$ cat config.mk
export PLATFORM = sky130hd
export DESIGN_NAME = mem_port_arbiter
export DESIGN_NICKNAME = d
export VERILOG_FILES = /design/src/rtl/mem_port_arbiter.sv
export SDC_FILE = /design/constraint.sdc
export NUM_CORES = 1
export LEC_CHECK = 0
export CAP_MARGIN = 20
export CELL_PAD_IN_SITES_DETAIL_PLACEMENT = 1
export CELL_PAD_IN_SITES_GLOBAL_PLACEMENT = 1
export CORE_ASPECT_RATIO = 1.25
export CORE_MARGIN = 2
export CORE_UTILIZATION = 10
export DETAILED_ROUTE_END_ITERATION = 8
export PLACE_DENSITY = 0.78
export SETUP_SLACK_MARGIN = 0.3
export SYNTH_ARGS = -nofsm -noshare
export SYNTH_HDL_FRONTEND = slang
export SYNTH_SLANG_ARGS = --single-unit
$ cat constraint.sdc
create_clock -name clk_i -period 1.2 [get_ports clk_i]
set_input_delay 0.24 -clock clk_i [delete_from_list [all_inputs] [get_ports clk_i]]
set_output_delay 0.24 -clock clk_i [all_outputs]
set_load 0.01 [all_outputs]
$ cat src/rtl/mem_port_arbiter.sv
// mem_port_arbiter: shares one single-port memory between the instruction
// fetch port and the LSU data port. One transaction is outstanding at a time.
// Data has priority; after MAX_STREAK consecutive data grants taken while
// fetch waits, fetch is forced through.
//
// Optional build macro: ARB_TIMEOUT_EN
//   defined   - response watchdog: after TIMEOUT RESP cycles with no
//               m_rvalid_i, the owner gets rvalid with zero data and err_o
//               pulses for that cycle.
//   undefined - RESP waits indefinitely, err_o is tied 0.
//
// state | meaning
// ------+-----------------------------------------------------------
// IDLE  | no transaction, arbitrating incoming requests
// REQ   | m_req_o asserted for the owner, waiting for m_gnt_i
// RESP  | request accepted, waiting for m_rvalid_i (or timeout)

module mem_port_arbiter #(
  parameter int MAX_STREAK = 3,
  parameter int TIMEOUT    = 255
) (
  input  logic        clk_i,
  input  logic        rst_i,
  input  logic        if_req_i,
  input  logic [31:0] if_addr_i,
  output logic        if_gnt_o,
  output logic        if_rvalid_o,
  output logic [31:0] if_rdata_o,
  input  logic        d_req_i,
  input  logic        d_we_i,
  input  logic [3:0]  d_be_i,
  input  logic [31:0] d_addr_i,
  input  logic [31:0] d_wdata_i,
  output logic        d_gnt_o,
  output logic        d_rvalid_o,
  output logic [31:0] d_rdata_o,
  output logic        m_req_o,
  output logic        m_we_o,
  output logic [3:0]  m_be_o,
  output logic [31:0] m_addr_o,
  output logic [31:0] m_wdata_o,
  input  logic        m_gnt_i,
  input  logic        m_rvalid_i,
  input  logic [31:0] m_rdata_i,
  output logic        busy_o,
  output logic        err_o
);

  localparam int SW = (MAX_STREAK < 1) ? 1 : $clog2(MAX_STREAK + 1);

  typedef enum logic [1:0] {IDLE, REQ, RESP} state_t;

  state_t          state, state_nxt;
  logic            owner_d, owner_nxt;      // 1 = data port owns the memory
  logic [SW-1:0]   streak, streak_nxt;
  logic            tmo;
  logic            done;
  logic            arb_en;
  logic            any_req;
  logic            pick_d;

`ifdef ARB_TIMEOUT_EN
  localparam int CW = (TIMEOUT < 1) ? 1 : $clog2(TIMEOUT + 1);

  logic [CW-1:0] tmo_cnt;

  // Watchdog: held at zero outside RESP, so it starts from zero on every entry
  always_ff @(posedge clk_i) begin
    if (rst_i) begin
      tmo_cnt <= '0;
    end else if (state != RESP) begin
      tmo_cnt <= '0;
    end else if (!m_rvalid_i) begin
      tmo_cnt <= tmo_cnt + 1'b1;
    end
  end

  // A real response in the same cycle wins over the watchdog
  assign tmo = (state == RESP) && !m_rvalid_i && (tmo_cnt == CW'(TIMEOUT));
`else
  assign tmo = 1'b0;
`endif

  assign done    = (state == RESP) && (m_rvalid_i || tmo);
  assign arb_en  = (state == IDLE) || done;
  assign any_req = if_req_i || d_req_i;
  assign pick_d  = d_req_i && !(if_req_i && (streak == SW'(MAX_STREAK)));

  // State register together with the owner and streak latched at arbitration
  always_ff @(posedge clk_i) begin
    if (rst_i) begin
      state   <= IDLE;
      owner_d <= 1'b1;
      streak  <= '0;
    end else begin
      state   <= state_nxt;
      owner_d <= owner_nxt;
      streak  <= streak_nxt;
    end
  end

  // Next-state, owner and streak selection
  always_comb begin
    state_nxt  = state;
    owner_nxt  = owner_d;
    streak_nxt = streak;
    case (state)
      IDLE:    if (any_req) state_nxt = REQ;
      REQ:     if (m_gnt_i) state_nxt = RESP;
      RESP:    if (done)    state_nxt = any_req ? REQ : IDLE;
      default: state_nxt = IDLE;
    endcase
    if (arb_en && any_req) begin
      owner_nxt = pick_d;
      if (pick_d && if_req_i) begin
        streak_nxt = (streak == SW'(MAX_STREAK)) ? streak : streak + 1'b1;
      end else begin
        streak_nxt = '0;
      end
    end
  end

  // Memory-side request and port-side grant/response routing
  always_comb begin
    m_req_o     = 1'b0;
    m_we_o      = 1'b0;
    m_be_o      = 4'h0;
    m_addr_o    = 32'h0;
    m_wdata_o   = 32'h0;
    if_gnt_o    = 1'b0;
    if_rvalid_o = 1'b0;
    if_rdata_o  = 32'h0;
    d_gnt_o     = 1'b0;
    d_rvalid_o  = 1'b0;
    d_rdata_o   = 32'h0;
    busy_o      = (state != IDLE);
    err_o       = tmo;
    case (state)
      REQ: begin
        m_req_o = 1'b1;
        if (owner_d) begin
          m_we_o    = d_we_i;
          m_be_o    = d_be_i;
          m_addr_o  = d_addr_i;
          m_wdata_o = d_wdata_i;
          d_gnt_o   = m_gnt_i;
        end else begin
          m_be_o    = 4'hF;
          m_addr_o  = if_addr_i;
          if_gnt_o  = m_gnt_i;
        end
      end
      RESP: begin
        if (done) begin
          if (owner_d) begin
            d_rvalid_o = 1'b1;
            d_rdata_o  = tmo ? 32'h0 : m_rdata_i;
          end else begin
            if_rvalid_o = 1'b1;
            if_rdata_o  = tmo ? 32'h0 : m_rdata_i;
          end
        end
      end
      default: ;
    endcase
  end

endmodule
==> impl_results.md, run 1 <==
* Initial antenna violation count at 0
* Post-Place Cells at 675
* Max Slew Vio Count at 0
* Hold crit path type: in2reg
* Critical path class: reg2out
* Clock buffer depth at 2
* Worst-Skew Late Latency at 0.23 ns
* Worst Path Required at around 0.96 ns
* Reg2reg start: state[0]$_SDFFE_PP0P_
* CTS tree: built
* Post-DRT Antenna Nets at 0
* Fmax at between 0.5 and 0.6 GHz
* Switching Fraction at about 31%
* Seq pwr share at under 10%
* Layout overhead on the synthesized area at 310.6%
* Final min period at around 1.7 ns
* Clk pwr share at ~18%
* # rows at between 40 and 50
* Nets@finish at between 600 and 700
* Critical Path Most Common Cell: buf_6
* Syn nets at ~360
* Final WL at ~13,000 µm
* Yosys reg bits at 5
* Slowest cell on the critical path: dfxtp_4
* Crit start category: register
* Yosys warning total at 0
* Fill count at approximately 1.6k
* DRC at 0
* Die span in y at between 100 and 150 µm
* Peak VDD IR at about 0.00034 V
* Routed vias/inst at 4.109
* Routed wire length per instance at roughly 17 µm
* Routed vias at 3,020
* P_int at ~0.0020 W
* Crit. End Element: output pin
* Leakage Power at between 2 and 3 nW
* Slowest stage delay, CP at 0.35 ns
* Final Hold Viols at 0
* First-pass GRT wire length at approximately 16,000 µm
* Pwr dens at 483.6 mW/mm²
* Ant. Diodes at 0
* Core area at approximately 0.014 mm²
* Worst-path clk slew at 0.03 ns
* Core Util, Final at 42.18%
* Asr flop ratio synth at 0%
* DIE AREA at approximately 0.016 mm²
* Critical path launch point: state[0]$_SDFFE_PP0P_
* Final Instance Count excl. Fillers at approximately 740
* Synthesized instance count at roughly 220
* DP HPWL at 8691 µm
* Fraction of layout cells with a size suffix above 1 at 62.84%
* Mean Syn Cell Area at around 6.6 µm²
* Post-synth EDFFs at 0
* RSZ-0062 raised after global routing: yes
* Total power at 0.002939 W
* Netlist cell types at 26
* Status: finished with violations
* Tot GR Track Use at between 10% and 20%
* DR pass1 iterations at 4
* GPL Wtd Cong at 0.8373
* Max_cap viols at 0
* Buffers on Ports at between 200 and 300
* Worst Path Arrival at around 1.5 ns
* Worst Hold Launch: d_req_i
* Crit-path max FO at 7
* Cells along the critical path: and4b_2 > buf_6 > buf_12 > buf_6 > and2_4 > buf_6
* Skew final at just under 0.0002 ns
* Share of the yosys chip area belonging to registers at 6.762%
* Violated checks: setup timing
* Vias in the first global route at roughly 3.1k
* Die X-Extent at roughly 110 µm
* Starting Density at 10.27%
* Pin count of the biggest net entering global routing at between 40 and 50
* Total CTS buffers at 3
* Grt total ovfl at 0
* Main synth FF type: dfxtp_1
* Post-synthesis cell area at between 0.001 and 0.0015 mm²
* Period utilization at 143.4%
* CTS sink cnt at 5
* Final worst setup slack at -0.5205 ns
* Logic gate share of total power at between 70% and 80%
* I/O Pins at about 280
* Clk root buf: clkbuf_16
* Sw Pwr at 0.0009178 W
* Initial DRC Count at 40
* Final setup vio count at between 100 and 150
* H-tree Lvls at 1
final cells by class:
cell class / count / area (µm²) / area share [%]
Timing Repair Buffer: 352 / 3837 / 63.15
Multi-Input combinational cell: 190 / 1795 / 29.54
Tap cell: 178 / 222.7 / 3.665
Sequential cell: 5 / 112.6 / 1.853
Clock buffer: 4 / 78.83 / 1.297
Inverter: 6 / 30.03 / 0.4941
timing repair:
item,CTS,global route
gates resized for setup,578,225
hold endpoints to repair,0,0
gates cloned,5,12
hold buffers,0,0
pin swaps,5,35
endpoints found under the setup margin,144,144
setup buffers,21,18
cell usage in the layout (no fill, tap or decap), types with 2 or more instances in the layout:
cell	count
buf_16	3
nor2_4	7
buf_4	13
a21oi_2	3
clkbuf_16	13
dfxtp_4	3
mux2i_4	5
dlygate4sd2_1	3
inv_1	5
and3_4	34
and2_4	62
mux2i_1	26
buf_2	21
nand2b_4	2
buf_12	10
clkbuf_2	8
mux2i_2	3
buf_6	146
dlymetal6s2s_1	2
and2_1	2
clkdlybuf4s50_1	135
nor2_2	4
nor2_1	24
nand2b_1	2
state kept, by name, summed over array words and instances, names as in the netlist:
name     flops
owner_d      1
state        2
streak       2
cell families after synthesis:
family / share of synthesized area (%)
simple gates: 57.23
flops: 6.763
mux: 22.99
compound gates: 3.381
other cells: 0.2533
fa+ha+maj: 0.8452
buf+inv: 8.538
metrics by stage:
step	setup TNS [ns]	hold WS [ns]	setup slack [ns]	area [µm²]
global route	-65.52	0.4768	-0.5632	6077
detailed placement	-102.61	0.5265	-0.9535	4808
finish	-59.83	0.4564	-0.5205	6077
global placement	-99.03	0.4853	-0.9208	4808
floorplan	-2.305	0.3017	-0.04602	1819
CTS	-58.68	0.5316	-0.5381	5040
path summary, 6_finish.rpt:
kind	cells after the start	to	slack, ns
hold reg to reg	2	streak[0]$_SDFFE_PP0P_	0.53
setup reg to reg	9	state[1]$_SDFFE_PP0P_	-0.30
setup / recovery	6	d_rdata_o[5]	-0.52
hold / removal	4	streak[1]$_SDFFE_PP0P_	0.46
critical path: cells and delay by family, from the launching register on:
kind | cells | cell delay (ns)
flip-flops | 1 | 0.35
AND/OR/NAND/NOR | 2 | 0.47
buffers and inverters | 4 | 0.44
metal layers:
layer / global-route usage (%) / routed length [µm] / vias to the layer above
met2: 26.32 / 7257 / 192
met5: 0 / 0 / -
met1: 11.31 / 3862 / 1394
met4: 3.145 / 303 / 0
li1: - / - / 1412
met3: 4.630 / 1173 / 22
cells in the mapped netlist, types with 4 or more instances:
master    count  share of area [%]
a21oi_1       5                1.7
clkbuf_1     11                2.8
and2_1       64                 27
inv_1         5                1.3
mux2i_1      34                 23
nor2_1       35                8.9
dfxtp_1       5                6.8
buf_2        11                3.7
and3_1       34                 14
nand2b_1      4                1.7
power by group through the flow:
| stage | Clock, W | Combinational (W) | Sequential, W |
|---|---|---|---|
| detailed placement | 0 | 0.00159 | 0.000196 |
| CTS | 0.000553 | 0.00160 | 0.000197 |
| floorplan | 0 | 0.000603 | 0.000193 |
| finish | 0.000541 | 0.00220 | 0.000196 |
| global placement | 0 | 0.00155 | 0.000195 |
| global route | 0.000563 | 0.00233 | 0.000198 |
(Power assumes the default switching activity.)
==> inputs of run 2 (changes only) <==
--- a/config.mk
+++ b/config.mk
@@ -5,14 +5,15 @@
 export SDC_FILE = /design/constraint.sdc
 export NUM_CORES = 1
 export LEC_CHECK = 0
+export ABC_CLOCK_PERIOD_IN_PS = 2100
 export CAP_MARGIN = 20
 export CELL_PAD_IN_SITES_DETAIL_PLACEMENT = 1
 export CELL_PAD_IN_SITES_GLOBAL_PLACEMENT = 1
 export CORE_ASPECT_RATIO = 1.25
 export CORE_MARGIN = 2
-export CORE_UTILIZATION = 10
+export CORE_UTILIZATION = 12
 export DETAILED_ROUTE_END_ITERATION = 8
-export PLACE_DENSITY = 0.78
+export PLACE_DENSITY = 0.88
 export SETUP_SLACK_MARGIN = 0.3
 export SYNTH_ARGS = -nofsm -noshare
 export SYNTH_HDL_FRONTEND = slang
==> constraint.sdc (replaced) <==
create_clock -name clk_i -period 2.1 [get_ports clk_i]
set_input_delay 0.42 -clock clk_i [delete_from_list [all_inputs] [get_ports clk_i]]
set_output_delay 0.42 -clock clk_i [all_outputs]
set_load 0.01 [all_outputs]
==> impl_results.md, run 2 (synthesized netlist as in run 1, its figures left out) <==
* Sw Pwr at 0.0004885 W (-47%)
* Crit. End Element: output pin
* Seq pwr share at 7.4% (+0.7 points)
* Switching Fraction at 32.11% (+0.88 points)
* Commonest non-fill, non-tap cell in the layout: clkdlybuf4s50_1
* Max Slew Vio Count at 0 (unchanged)
* Logic gate share of total power at 71.1% (-3.8 points)
* Clk root buf: clkbuf_16
* Critical path class: reg2out
* Reg2reg path depth at 5 (-4)
* Largest registers: state x2, streak x2, owner_d x1
* Slowest stage delay, CP at 0.37 ns (+0.02 ns)
* Crit-path max FO at 5 (-2)
* Routed vias at 2,949 (-2.4%)
* Final min period at 1.978 ns
* Status: complete, no violations
* Post-DRT Antenna Nets at 0 (unchanged)
* DRC at 0 (unchanged)
* DIE AREA at 0.01324 mm² (-16%)
* Cells along the critical path: and4bb_4 > buf_8 > buf_12 > buf_12 > and2_4 > buf_6
* R2R setup slack at 0.66 ns (+0.96 ns)
* Hold path cells at 2 (-2)
* Fraction of layout cells with a size suffix above 1 at 50.91% (-12 points)
* Critical Path Most Common Cell: buf_12
* Pwr dens at 279.9 mW/mm² (-42%)
* Commonest cells after routing, fill and taps aside: 136 x clkdlybuf4s50_1, 76 x buf_6, 53 x and2_4
* P_int at 0.001033 W (-49%)
* # rows at 45 (-8.2%)
* I/O Pins at 279 (unchanged)
* Nets@finish at 689 (-1.3%)
* CTS tree: built
* Top Family by Delay on Critical Path: simple AND/OR/NAND/NOR gates
* Ant. Diodes at 0 (unchanged)
* Worst-Skew Late Latency at 0.24 ns (about the same)
* Tot GR Track Use at 16.11% (+3.4 points)
* Slowest cell on the critical path: dfxtp_4
* Skew final at 0.001232 ns (+0.001040 ns)
* Grt total ovfl at 0 (unchanged)
* CTS sink cnt at 5 (unchanged)
* Worst Path Arrival at 1.56 ns (+0.08 ns)
* Total CTS buffers at 3 (unchanged)
* Die X-Extent at 103.3 µm (-8.4%)
* Pre-CTS setup slack at -0.3585 ns (+0.5950 ns)
* Worst-path clk slew at 0.03 ns (about the same)
* Routed vias/inst at 4.142 (+0.80%)
* Worst Path Required at 1.68 ns (+0.72 ns)
* Initial antenna violation count at 0 (unchanged)
* GPL Wtd Cong at 0.6829 (-18%)
* Hold crit path type: reg2reg
* Reg2reg start: state[1]$_SDFFE_PP0P_
* Vias in the first global route at 2,962 (-5.1%)
* Worst Hold Launch: streak[0]$_SDFFE_PP0P_
* Final setup vio count at 0 (-100%)
* Clock buffer depth at 2 (unchanged)
* Max_cap viols at 0 (unchanged)
* Crit start category: register
* Buffers on Ports at 277 (unchanged)
* Final Instance Count excl. Fillers at 712 (-3.1%)
* Die span in y at 128.2 µm (-8.5%)
* Pin count of the biggest net entering global routing at 38 (-17%)
* H-tree Lvls at 1 (unchanged)
* Final worst setup slack at 0.1224 ns (+0.6429 ns)
* Leakage Power at 2.858 nW (-0.49%)
* DR pass1 iterations at 4 (unchanged)
* RSZ-0062 raised after global routing: yes
* Hold endpoint: streak[0]$_SDFFE_PP0P_
* Fmax at a little over 0.5 GHz
* Clk pwr share at 21.5% (+3.1 points)
* Post-Place Cells at 653 (-3.3%)
* Peak VDD IR at 0.0002033 V (-39%)
* Layout overhead on the synthesized area at 267.3%
* Final Hold Viols at 0 (unchanged)
* Routed wire length per instance at 18.38 µm (+7.2%)
* Worst reg2reg endpoint: owner_d$_SDFFE_PP1P_
* Initial DRC Count at 43 (+7.5%)
* Critical path buffer and inverter count at 4 (unchanged)
* Starting Density at 12.23% (+2.0 points)
* Period utilization at between 90% and 100%
* DP HPWL at 8495 µm (-2.3%)
* Final WL at 13,090 µm (+3.9%)
* Core area at 0.01211 mm² (-16%)
* CTS Hold Buffers Added at 0 (unchanged)
* First-pass GRT wire length at 16,170 µm (about the same)
==> run 2: cell types whose count changed in the layout (fill, tap and decap cells not counted), sizes merged <==
cell,previous run,this run
clkdlybuf4s50,135,136
clkdlybuf4s15,0,2
dlygate4sd2,3,1
dlymetal6s2s,2,5
buf,194,172
clkbuf,22,31
==> run 2: how the worst max path moves through the flow <==
| stage | startpoint | to | cells past startpoint | slack, ns |
|---|---|---|---|---|
| 2_1_floorplan | owner_d$_SDFFE_PP1P_ | d_rdata_o[10] | 4 | 0.55 |
| 3_3_place_gp | m_rvalid_i | d_rdata_o[17] | 5 | -0.35 |
| 3_5_place_dp | m_rvalid_i | d_rdata_o[17] | 5 | -0.36 |
| 4_1_cts | state[1]$_SDFFE_PP0P_ | m_wdata_o[2] | 5 | 0.06 |
| 5_1_grt | owner_d$_SDFFE_PP1P_ | if_rdata_o[23] | 6 | 0.09 |
| 6_report | owner_d$_SDFFE_PP1P_ | if_rdata_o[23] | 6 | 0.12 |
==> run 2: routing by layer <==
metal  routed length [µm]  GRT usage (%)  part of all wire, %
met5                    0              0                    0
met4                  197          3.251                  1.5
met2                 7195          32.43                   55
met1                 4488          16.34                   34
met3                 1203          3.653                  9.2
==> run 2: layout make-up <==
class,count,area (µm²)
Fill cell,1376,6669
Multi-Input combinational cell,190,1466
Sequential cell,5,108.9
Inverter,6,30.03
Timing Repair Buffer,343,3547
Clock buffer,4,78.83
Tap cell,164,205.2
==> run 2: worst register-to-register path, delay by kind of cell, from the launching register on <==
family	cells	cell delay, ns
AND/OR/NAND/NOR	2	0.46
flip-flops	1	0.32
AO/OA/AOI/OAI	1	0.31
buffers and inverters	2	0.24
==> run 2: power by group through the flow <==
| stage | logic, W | clock network, W | registers, W |
|---|---|---|---|
| 2_1_floorplan | 0.000291 | 0 | 0.000107 |
| 4_1_cts | 0.000934 | 0.000328 | 0.000114 |
| 3_5_place_dp | 0.000862 | 0 | 0.000112 |
| 6_report | 0.00108 | 0.000327 | 0.000113 |
| 5_1_grt | 0.00115 | 0.000338 | 0.000114 |
| 3_3_place_gp | 0.000844 | 0 | 0.000112 |
==> run 2: repair_timing <==
item,4_1_cts,5_1_grt
endpoints found under the setup margin,139,129
pin swaps,10,38
gates cloned,9,8
gates resized for setup,501,200
buffers inserted,22,16
==> run 2: through the flow <==
step                util, %  setup TNS, ns  hold slack, ns  instance area [µm²]  total power [W]
global placement      37.16         -20.90          0.4635                 4498        0.0009554
global route          44.91              0          0.5298                 5436         0.001604
floorplan                 -              0          0.4549                 1480        0.0003983
finish                44.91              0          0.5074                 5436         0.001522
detailed placement    37.16         -21.92          0.4800                 4498        0.0009747
CTS                   38.84              0          0.5073                 4702         0.001377
